File: src/rtl/throw_sequencer.sv
// Throw sequencer: paces a ball datapath with prescaled step ticks from launch to landing.
// Defining THROW_TIMEOUT_EN compiles in the MAX_STEPS flight abort (ABORT state).

module throw_sequencer #(
   parameter int TICK_DIV  = 833333,
   parameter int GROUND_Y  = 445,
   parameter int VEL_MAX   = 500,
   parameter int MAX_STEPS = 255
) (
   input  logic        clk,
   input  logic        rst,
   input  logic        launch,
   input  logic [9:0]  vel_x_in,
   input  logic [9:0]  vel_y_in,
   input  logic [8:0]  ball_y,
   output logic        step,
   output logic        go,
   output logic        ball_rst,
   output logic [9:0]  vel_x,
   output logic [9:0]  vel_y,
   output logic [10:0] step_cnt,
   output logic [7:0]  throws,
   output logic        busy,
   output logic        landed,
   output logic        timeout
);

   typedef enum logic [2:0] {IDLE, ARM, FLIGHT, LANDED, ABORT} state_t;

`ifdef THROW_TIMEOUT_EN
   localparam bit TIMEOUT_EN = 1'b1;
`else
   localparam bit TIMEOUT_EN = 1'b0;
`endif

   localparam int              PW         = (TICK_DIV > 1) ? $clog2(TICK_DIV) : 1;
   localparam logic [PW-1:0]   PRE_LAST   = PW'(TICK_DIV - 1);
   localparam logic [8:0]      GROUND     = 9'(GROUND_Y);
   localparam logic [9:0]      VEL_LIM    = 10'(VEL_MAX);
   localparam logic [10:0]     STEP_LIMIT = 11'(MAX_STEPS);

   state_t        state_q, state_d;
   logic [PW-1:0] presc_q, presc_d;
   logic          launch_q, launch_d;
   logic          step_q, step_d;
   logic [9:0]    vel_x_q, vel_x_d;
   logic [9:0]    vel_y_q, vel_y_d;
   logic [10:0]   step_cnt_q, step_cnt_d;
   logic [7:0]    throws_q, throws_d;

   logic tick, launch_edge, airborne, abort_hit;
   logic [10:0] step_cnt_inc;

   assign tick         = (presc_q == PRE_LAST);
   assign launch_edge  = launch & ~launch_q;
   assign airborne     = (ball_y < GROUND);
   assign abort_hit    = TIMEOUT_EN && (step_cnt_q == STEP_LIMIT);
   // step_cnt counts every step issued in the throw, including the one from ARM.
   assign step_cnt_inc = (step_cnt_q == 11'h7FF) ? step_cnt_q : step_cnt_q + 11'd1;

   // NOTE: every always_comb output gets a default first so no path can infer a latch.
   always_comb begin
      presc_d    = tick ? '0 : presc_q + 1'b1;
      launch_d   = launch;
      state_d    = state_q;
      step_d     = 1'b0;
      vel_x_d    = vel_x_q;
      vel_y_d    = vel_y_q;
      step_cnt_d = step_cnt_q;
      throws_d   = throws_q;
      unique case (state_q)
         IDLE: if (launch_edge) begin
            state_d    = ARM;
            vel_x_d    = (vel_x_in > VEL_LIM) ? VEL_LIM : vel_x_in;
            vel_y_d    = (vel_y_in > VEL_LIM) ? VEL_LIM : vel_y_in;
            step_cnt_d = '0;
         end
         ARM: if (tick) begin
            state_d    = FLIGHT;
            step_d     = 1'b1;
            step_cnt_d = step_cnt_inc;
         end
         FLIGHT: if (tick) begin
            // Landing is tested first so it wins over the step limit on the same tick.
            if (!airborne) begin
               state_d  = LANDED;
               throws_d = (throws_q == 8'hFF) ? throws_q : throws_q + 8'd1;
            end else if (abort_hit) begin
               state_d = ABORT;
            end else begin
               step_d     = 1'b1;
               step_cnt_d = step_cnt_inc;
            end
         end
         LANDED, ABORT: if (launch_edge) state_d = IDLE;
         default: state_d = IDLE;
      endcase
   end

   // NOTE: sequential state uses non-blocking assignments so all flops update from pre-edge values.
   always_ff @(posedge clk or negedge rst) begin
      if (!rst) begin
         state_q    <= IDLE;
         presc_q    <= '0;
         launch_q   <= 1'b0;
         step_q     <= 1'b0;
         vel_x_q    <= '0;
         vel_y_q    <= '0;
         step_cnt_q <= '0;
         throws_q   <= '0;
      end else begin
         state_q    <= state_d;
         presc_q    <= presc_d;
         launch_q   <= launch_d;
         step_q     <= step_d;
         vel_x_q    <= vel_x_d;
         vel_y_q    <= vel_y_d;
         step_cnt_q <= step_cnt_d;
         throws_q   <= throws_d;
      end
   end

   always_comb begin
      go       = (state_q == ARM) || (state_q == FLIGHT);
      busy     = go;
      ball_rst = (state_q == IDLE);
      landed   = (state_q == LANDED);
      timeout  = TIMEOUT_EN && (state_q == ABORT);
   end

   assign step     = step_q;
   assign vel_x    = vel_x_q;
   assign vel_y    = vel_y_q;
   assign step_cnt = step_cnt_q;
   assign throws   = throws_q;

endmodule
File: config.mk
export PLATFORM = sky130hd
export DESIGN_NAME = throw_sequencer
export DESIGN_NICKNAME = d
export VERILOG_FILES = /design/src/rtl/throw_sequencer.sv
export SDC_FILE = /design/constraint.sdc
export NUM_CORES = 1
export LEC_CHECK = 0
export ABC_AREA = 1
export ABC_CLOCK_PERIOD_IN_PS = 2600
export BUFFER_PORTS_ARGS = -buffer_cell sky130_fd_sc_hd__buf_2
export CAP_MARGIN = 40
export CORE_ASPECT_RATIO = 0.75
export CORE_MARGIN = 8
export CORE_UTILIZATION = 50
export CTS_CLUSTER_SIZE = 25
export DETAILED_ROUTE_END_ITERATION = 10
export GPL_TIMING_DRIVEN = 0
export PLACE_DENSITY = 0.74
export SETUP_SLACK_MARGIN = 0.5
export SLEW_MARGIN = 0
export SYNTH_ARGS = -nofsm -noshare
export SYNTH_HDL_FRONTEND = slang
export SYNTH_SLANG_ARGS = --single-unit
File: constraint.sdc
create_clock -name clk -period 2.6 [get_ports clk]
set_clock_uncertainty 0.1 [all_clocks]
set_input_delay 0.13 -clock clk [delete_from_list [all_inputs] [get_ports clk]]
set_output_delay 0.13 -clock clk [all_outputs]
set_load 0.02 [all_outputs]
# Yosys cells after proc, flatten, opt, wreduce, memory -nomap -nowiden
# Cells that the tools add are included.
# totals
reg_bits	64
input_bits	32
output_inout_bits	45
# op_classes
add_sub_neg	3
magnitude_cmp	3
eq_ne	13
muxes	19
n_bitwise	4
n_reduce_logical	8
# ops
operator	n
two-way mux 11 bit	5
case mux 11 bit (3 select lines)	1
adder 20 x 1 -> 20 bit (second input constant)	1
== test 20 bit (second input constant)	1
> comparator 10 x 9 -> 1 bit (second input constant)	2
two-way mux 10 bit	2
two-way mux 20 bit	1
two-way mux 3 bit	5
case mux 3 bit (4 select lines)	1
adder 11 x 1 -> 11 bit (second input constant)	1
== test 11 bit (second input constant)	1
inequality test 2 bit (second input constant)	5
AND reduction 5 bit	2
< comparator 9 bit (second input constant)	1
adder 8 x 1 -> 8 bit (second input constant)	1
== test 8 bit (second input constant)	1
== test 3 x 2 -> 1 bit (second input constant)	2
AND reduction 4 bit	1
== test 3 x 1 -> 1 bit (second input constant)	1
== test 3 bit (second input constant)	1
logical NOT 3 bit	1
two-way mux 1 bit	3
NOT 1 bit	3
nonzero test 3 bit	1
other kinds (6)	6

# Depth between registers and ports, before layout
# Gate-level depths: netlist (run 1).
# depth
word_depth	5
mapped_depth	12
ltp_nobuf	11

# Worst setup path before layout (run 1)
# No wires, ideal clock.
# synth_path
path_kind	register to register
startpoint	register state_q[0]
endpoint	register vel_x_q[5] (netlist: vel_x[5])
arrival_ns	1.579
required_ns	2.377
slack_ns	0.798
stages_incl_launch_ff	9
synth_period_minus_slack_ns	1.802
path_cell_list	dfrtp_1 > inv_1 > ha_1 > inv_1 > nor2_1 > clkinv_1 > clkbuf_1 > nand2_1 > nand2_1
# synth_between
elab_chain_len	2
# synth_lines
element	line	source
start, declared	42	state_t state_q, state_d;
start signal, assigned	112	state_q <= state_d;
logical NOT 3 bit	-	
named net ball_rst	18	output logic ball_rst,
AND reduction 2 bit (no line)	-	
end signal, assigned	116	vel_x_q <= vel_x_d;
end, declared	46	logic [9:0] vel_x_q, vel_x_d;
# The timed path passes the listed nets, and every way through them passes these cells.
# A chain may end at the register's enable or synchronous reset.

# Worst setup path in the final report (run 1)
# layout_path
startpoint	register state_q[0]
endpoint	register vel_y_q[2] (netlist: vel_y[2])
# layout_between
elab_chain_len	2
# layout_lines
element	line	source
logical NOT 3 bit	71	unique case (state_q)
AND reduction 2 bit (no line)	-	
end signal, assigned	117	vel_y_q <= vel_y_d;
end, declared	47	logic [9:0] vel_y_q, vel_y_d;
# No other way between the ends.

==> results of run 1 <==
==> registers in the layout (all words and copies together) (netlist names) <==
signal    cells
launch_q      1
presc_q      20
state_q       2
step          1
step_cnt     11
throws        8
vel_x        10
vel_y        10
==> per-layer routing <==
layer	wire length, microns	track usage	share of wire	vias to the layer above
li1	-	-	-	1720
met1	4180	0.245	0.47	1527
met2	3740	0.278	0.42	120
met3	917	0.0893	0.10	9
met4	74	0.0494	0.0083	0
met5	0	0	0	-
==> cell families after synthesis <==
logic type	count (synthesis)
AOI/OAI and AO/OA	40
and+or+nand+nor	274
DFF	63
adders and majority gates	8
other	1
buffers and inverters	67
xor gates and xnor gates	18
==> layout by cell type, fill, tap and decap left out, drive strengths merged <==
cell / n
a21oi: 5
buf: 81
bufinv: 1
clkbuf: 17
clkinv: 2
clkinvlp: 1
conb: 1
dfrtp: 63
dlygate4sd3: 21
ha: 8
inv: 56
nand2: 147
nand3: 37
nand3b: 1
nand4: 22
nor2: 62
nor3: 3
nor3b: 1
nor4: 1
o21ai: 29
o21bai: 4
o22ai: 2
xnor2: 5
xor2: 13
==> layout make-up <==
type / count / area [sq um]
fill: 595 / 2400
multi-input combinational: 341 / 1670
sequential: 63 / 1580
timing repair buffer: 97 / 606
inverter: 57 / 215
clock buffer: 12 / 155
tap: 84 / 105
buffer: 10 / 61.3
clock inverter: 3 / 42.5
==> metrics by stage <==
step            util  worst slack (ps)
3_5_place_dp   0.590               657
4_1_cts        0.649               642
5_1_grt        0.649               496
6_report       0.649               692
2_1_floorplan      -               798
3_3_place_gp   0.587               687
==> synthesized netlist by cell type, types with 2 or more instances <==
library cell	number	area (sq um)
nor3_1	2	10.0
o21bai_1	4	30.0
xnor2_1	5	43.8
o22ai_1	2	12.5
buf_4	2	15.0
a21oi_1	5	25.0
clkbuf_1	5	18.8
o21ai_0	28	140
nand2_1	140	526
nand3_1	34	170
inv_2	5	18.8
nand2_2	6	37.5
ha_1	8	100
nand4_1	22	138
xor2_1	13	114
nor2_1	59	221
nor2_2	3	18.8
buf_6	2	22.5
dfrtp_1	63	1580
nand3_2	3	30.0
inv_1	50	188
==> how the worst max path moves through the flow <==
stage                      startpoint                    to  slack, ps  cells after the start
6_report       state_q[0]$_DFFE_PN0P_  vel_y[2]$_DFFE_PN0P_        690                      8
3_3_place_gp   state_q[0]$_DFFE_PN0P_  vel_y[8]$_DFFE_PN0P_        690                      8
3_5_place_dp   state_q[0]$_DFFE_PN0P_  vel_x[6]$_DFFE_PN0P_        660                      8
4_1_cts        state_q[0]$_DFFE_PN0P_  vel_x[8]$_DFFE_PN0P_        640                      8
2_1_floorplan  state_q[0]$_DFFE_PN0P_  vel_x[5]$_DFFE_PN0P_        800                      8
5_1_grt        state_q[0]$_DFFE_PN0P_  vel_y[2]$_DFFE_PN0P_        500                      8
==> where the power goes <==
part,internal (mW),switching [mW]
sequential,1.15,0.130
combinational,0.460,0.892
clock,0.488,0.368
total,2.10,1.39
==> timing repair <==
action / 4_1_cts / 5_1_grt
hold buffers: 21 / 0
buffers inserted: 0 / 0
gates resized for setup: 0 / 1
hold endpoints to repair: 43 / 0
endpoints found under the setup margin: 0 / 10
==> critical path: cells and delay by family (launching register included) <==
| kind | cells | cell delay, ps |
|---|---|---|
| buf+inv | 4 | 580 |
| flops | 1 | 420 |
| simple gates | 2 | 320 |
| fa+ha+maj | 1 | 210 |
| compound gates | 1 | 160 |
==> metrics.csv, run 1 <==
stage,metric,value,unit
layout,fin nets,619,
min_path,Hold Crit Endpoint,vel_y[2]$_DFFE_PN0P_,
power,Power Density,788,nW/um^2
routing,drt total wl,8.91,mm
timing,measured slew at the worst slew-check pin,712,ps
synth,post-synth cell types,31,
layout,share of cells above drive strength 1,0.201,
place,Buffers on Ports,75,
layout,# diodes,0,
timing,TNS Setup,0,ps
layout,post-route cell area,4440,sq um
timing,setup-violating endpoint count in the final report,0,
critical_path,crit path max fanout,10,
synth,Synth Area in Adders,0.0284,
clocking,H-tree levels,3,
min_path,hold crit path type,in -> reg,
place,Cell Count Post-Placement,631,
job,max capacitance violation total,0,
synth,"Avg Cell Area, Syn",7.49,sq um
synth,"Primary FF master, synth",dfrtp_1,
critical_path,Critical R2R Launch,state_q[0]$_DFFE_PN0P_,
clocking,clock transition at the registers of the reported paths,70,ps
floorplanning,Die W,113,microns
clocking,clk buf depth,2,
global_routing,Overall Global Routing Usage,0.189,
layout,Non-Filler Instances,667,
clocking,Skew-Pair Late Insertion Delay,340,ps
critical_path,"most used cell, CP",inv_1,
timing,hold slack,24.9,ps
floorplanning,site row count,26,
timing,Slew headroom,0.522,
routing,final antenna-violating net count,0,
critical_path,Reg-to-Reg End,vel_y[2]$_DFFE_PN0P_,
floorplanning,Die Area,10000,sq um
global_routing,initial antenna violation count,0,
clocking,Root Buffer,clkbuf_8,
synth,post-synthesis compound-gate area fraction,0.0603,
critical_path,crit end category,flip-flop,
global_routing,largest net degree at the start of global routing,39,
min_path,hold path depth,5,
critical_path,R2R depth,8,
timing,max-slew violations,0,
routing,DR WL/cell,13.4,microns
layout,Area Growth Syn to Fin,25.8,%
global_routing,first-pass GRT wire length,15.1,mm
clocking,CTS Buf Count,9,
critical_path,R2R Setup Slk,690,ps
floorplanning,initial core utilization,0.516,
min_path,Hold Crit Start,vel_y_in[2],
synth,ys async rst share,1.00,
place,Placed Area,4030,sq um
timing,Final Hold Fails,0,
synth,"flops & latches, synth",63,
critical_path,slowest CP cell,dfrtp_1,
synth,Synth Instances,471,
outcome,status,"complete, no violations",
routing,1st-iter DRT viols,177,
place,RePlAce Congestion,0.901,
clocking,CTS tree,yes,
critical_path,type of origin of the critical path,flip-flop,
synth,post-synth net total,511,
floorplanning,Die Y,88.7,microns
timing,FMAX,524,MHz
timing,RSZ-0062 raised after global routing,true,
routing,via count,3376,
critical_path,CP required,2730,ps
synth,number of synthesized flops with an enable pin,0,
routing,vias per cell,5.06,
global_routing,grt total ovfl,0,
synth,multiplexer area fraction after synthesis,0,
synth,Post-Synth Simple-Gate Area,0.340,
power,Final Power,3.49,mW
timing,post-layout minimum cycle time,1910,ps
power,Leak,2.41,nW
critical_path,Crit path largest cell delay,420,ps
routing,DRC violations left,0,
synth,sequential-to-total area share from yosys stat,0.447,
global_routing,vias in the first global route,3162,
synth,post-synthesis xor/xnor area fraction,0.0447,
timing,period utilisation layout,0.734,
floorplanning,io pins,77,
synth,yosys warns,0,
power,Peak VDD IR,0.595,mV
floorplanning,Core Footprint,6830,sq um
synth,Post-Syn Area,3530,sq um
synth,largest family of logic cells by synthesized area,simple AND/OR/NAND/NOR gates,
critical_path,crit-path cells,inv_1 -> ha_1 -> inv_1 -> nor2_1 -> clkbuf_1 -> nand2_1 -> o22ai_1 -> inv_1,
critical_path,CP Class,reg -> reg,
routing,router iterations before antenna repair,4,
critical_path,Worst EP arrival,2040,ps
place,hpwl dp,6.44,mm
clocking,Clock Sink Count,63,
No activity file was read; power rests on OpenSTA's default activity.
==> inputs of run 2 (changes only) <==
- ABC_AREA: 1 -> 0
- ABC_CLOCK_PERIOD_IN_PS: 2600 -> 1650
- CORE_UTILIZATION: 50 -> 48
- PLACE_DENSITY: 0.74 -> 0.76
- clock period: 2.6 -> 1.65 ns (I/O delays scaled with it)
==> metrics.csv, run 2 <==
stage,metric,value,unit
min_path,Hold Crit Start,ball_y[7],
timing,measured slew at the worst slew-check pin,587,ps
layout,largest reg by FF count,presc_q,
critical_path,Worst EP arrival,2600,ps
job,max capacitance violation total,0,
synth,cell with the most instances after synthesis,dfrtp_1,
clocking,CTS tree,yes,
layout,fin util,0.841,
layout,Area Growth Syn to Fin,70.0,%
synth,"flops & latches, synth",63,
synth,leading area contributor after synthesis,dfrtp_1,
global_routing,first-pass GRT wire length,15.3,mm
critical_path,Crit path largest cell delay,420,ps
critical_path,Critical R2R Launch,state_q[0]$_DFFE_PN0P_,
synth,post-synth cell types,44,
synth,"Primary FF master, synth",dfrtp_1,
critical_path,type of origin of the critical path,flip-flop,
routing,via count,3382,
global_routing,grt total ovfl,0,
timing,TNS Setup,-16590,ps
critical_path,crit path max fanout,5,
synth,ys async rst share,1.00,
critical_path,"most used cell, CP",and3_4,
place,RePlAce Congestion,0.802,
layout,fin nets,504,
timing,RSZ-0062 raised after global routing,true,
clocking,Root Buffer,clkbuf_8,
floorplanning,io pins,77,
synth,sequential-to-total area share from yosys stat,0.507,
routing,DRC violations left,0,
routing,DR WL/cell,23.6,microns
critical_path,crit end category,flip-flop,
synth,"Avg Cell Area, Syn",10.2,sq um
routing,1st-iter DRT viols,323,
timing,FMAX,410,MHz
place,Buffers on Ports,75,
layout,"commonest non-fill, non-tap cell in the layout",buf_2,
critical_path,CP required,1810,ps
critical_path,critical path launch point,state_q[0]$_DFFE_PN0P_,
timing,setup-violating endpoint count in the final report,48,
power,Peak VDD IR,0.737,mV
outcome,status,"complete, but fails checks",
critical_path,CP Class,reg -> reg,
clocking,clock transition at the registers of the reported paths,80,ps
timing,period utilisation layout,1.48,
timing,max-slew violations,0,
critical_path,crit-path cells,inv_2 -> ha_4 -> and3_4 -> and3_4 -> a311o_1 -> or3b_4 -> buf_8 -> o31ai_2,
routing,drt total wl,13.0,mm
clocking,clk buf depth,2,
clocking,Skew-Pair Late Insertion Delay,350,ps
timing,hold slack,67.1,ps
synth,post-synth net total,346,
floorplanning,Die Area,9340,sq um
global_routing,initial antenna violation count,0,
place,hpwl dp,5.41,mm
critical_path,WP buf/inv,2,
synth,Synth Instances,306,
floorplanning,site row count,25,
outcome,violated checks,negative setup slack,
layout,most frequent cells in the layout,"64 x buf_2, 50 x dfrtp_1, 35 x buf_6",
layout,post-route cell area,5290,sq um
routing,final antenna-violating net count,0,
synth,most common library cells after synthesis,"63 x dfrtp_1, 30 x nor2_1, 25 x nand2_1",
timing,Slew headroom,0.608,
synth,yosys warns,0,
routing,vias per cell,6.15,
synth,top post-synthesis cells by area,"dfrtp_1 51%, xnor2_1 4.8%, nor2_1 3.6%",
floorplanning,Die W,109,microns
timing,Final Hold Fails,0,
floorplanning,Die Y,85.7,microns
critical_path,slowest CP cell,or3b_4,
clocking,CTS Buf Count,9,
timing,post-layout minimum cycle time,2440,ps
power,Power Density,625,nW/um^2
power,Leak,2.54,nW
layout,Largest register FFs,20,
layout,# diodes,0,
routing,router iterations before antenna repair,5,
global_routing,Overall Global Routing Usage,0.206,
clocking,Clock Sink Count,63,
global_routing,largest net degree at the start of global routing,64,
synth,Post-Syn Area,3110,sq um
floorplanning,Core Footprint,6290,sq um
global_routing,vias in the first global route,3122,
synth,number of synthesized flops with an enable pin,0,
timing,post-route setup slack,-788,ps
critical_path,"CP delay by family, top",simple AND/OR/NAND/NOR gates,
synth,Yosys top cell area share,0.507,
place,Placed Area,3760,sq um
layout,share of cells above drive strength 1,0.559,
floorplanning,initial core utilization,0.495,
clocking,H-tree levels,3,
min_path,hold crit path type,in -> reg,
run 2: area by class of cell:
cell class	count	area (sq um)
fillers	259	1000
flip-flops and latches	63	1590
clock inverters	5	80.1
clock buffers	11	151
plain buffers	13	176
multi-input cells	221	2010
inverters	9	36.3
repair buffers	147	1140
well taps	81	101
run 2: repair_timing:
item | CTS | global route
setup buffers | 27 | 19
hold buffers | 22 | 0
resized for setup | 109 | 74
endpoints found under the hold margin | 82 | 0
setup endpoints to repair | 72 | 86
cloned | 4 | 0
pin swaps | 47 | 28
run 2: layer usage:
metal | global-route usage | part of all wire | up-vias
met5 | 0 | 0 | -
met4 | 0.0793 | 0.033 | 0
met3 | 0.0502 | 0.078 | 44
met2 | 0.351 | 0.50 | 227
met1 | 0.243 | 0.39 | 1706
li1 | - | - | 1405
run 2: worst register-to-register path: cells and delay by family, from the launching register on:
kind                       cells  cell delay, ps
AOI/OAI and AO/OA              2             630
adders and majority gates      1             180
buffers and inverters          2             260
DFF                            1             400
and+or+nand+nor                3             770
run 2: report_power, final:
group / switching [mW] / leakage [nW] / internal (mW)
Combinational: 0.0890 / 1.59 / 0.0725
Sequential: 0.000722 / 0.833 / 1.54
Clock: 0.669 / 0.112 / 0.931
Total: 0.758 / 2.54 / 2.55
run 2: final timing paths:
kind	to	slack (ps)	depth (start not counted)
min	step$_DFF_PN0_	70	4
max reg2reg	step_cnt[3]$_DFFE_PN0P_	-790	8
min in group asynchronous	vel_x[4]$_DFFE_PN0P_	160	2
max in group asynchronous	presc_q[15]$_DFF_PN0_	820	2
min reg2reg	vel_x[9]$_DFFE_PN0P_	400	1
max	step_cnt[3]$_DFFE_PN0P_	-790	8
run 2: through the flow:
step                      setup WS, ps  total power, mW  instances
after CTS                         -652             3.26        531
after global routing              -824             3.40        550
final                             -788             3.31        550
after global placement            -723             1.67        462
after floorplan                   -581             1.59        306
after detailed placement          -806             1.67        462
run 2: logic make-up (layout without fill, tap and decap cells):
group / after synthesis / after routing / share of synthesized area
simple gates: 129 / 129 / 0.222
flops: 63 / 63 / 0.507
compound gates: 55 / 55 / 0.127
xor+xnor: 24 / 24 / 0.0676
buf+inv: 22 / 185 / 0.0298
fa+ha+maj: 8 / 8 / 0.0322
mux: 4 / 4 / 0.0137
other cells: 1 / 1 / 0.00121
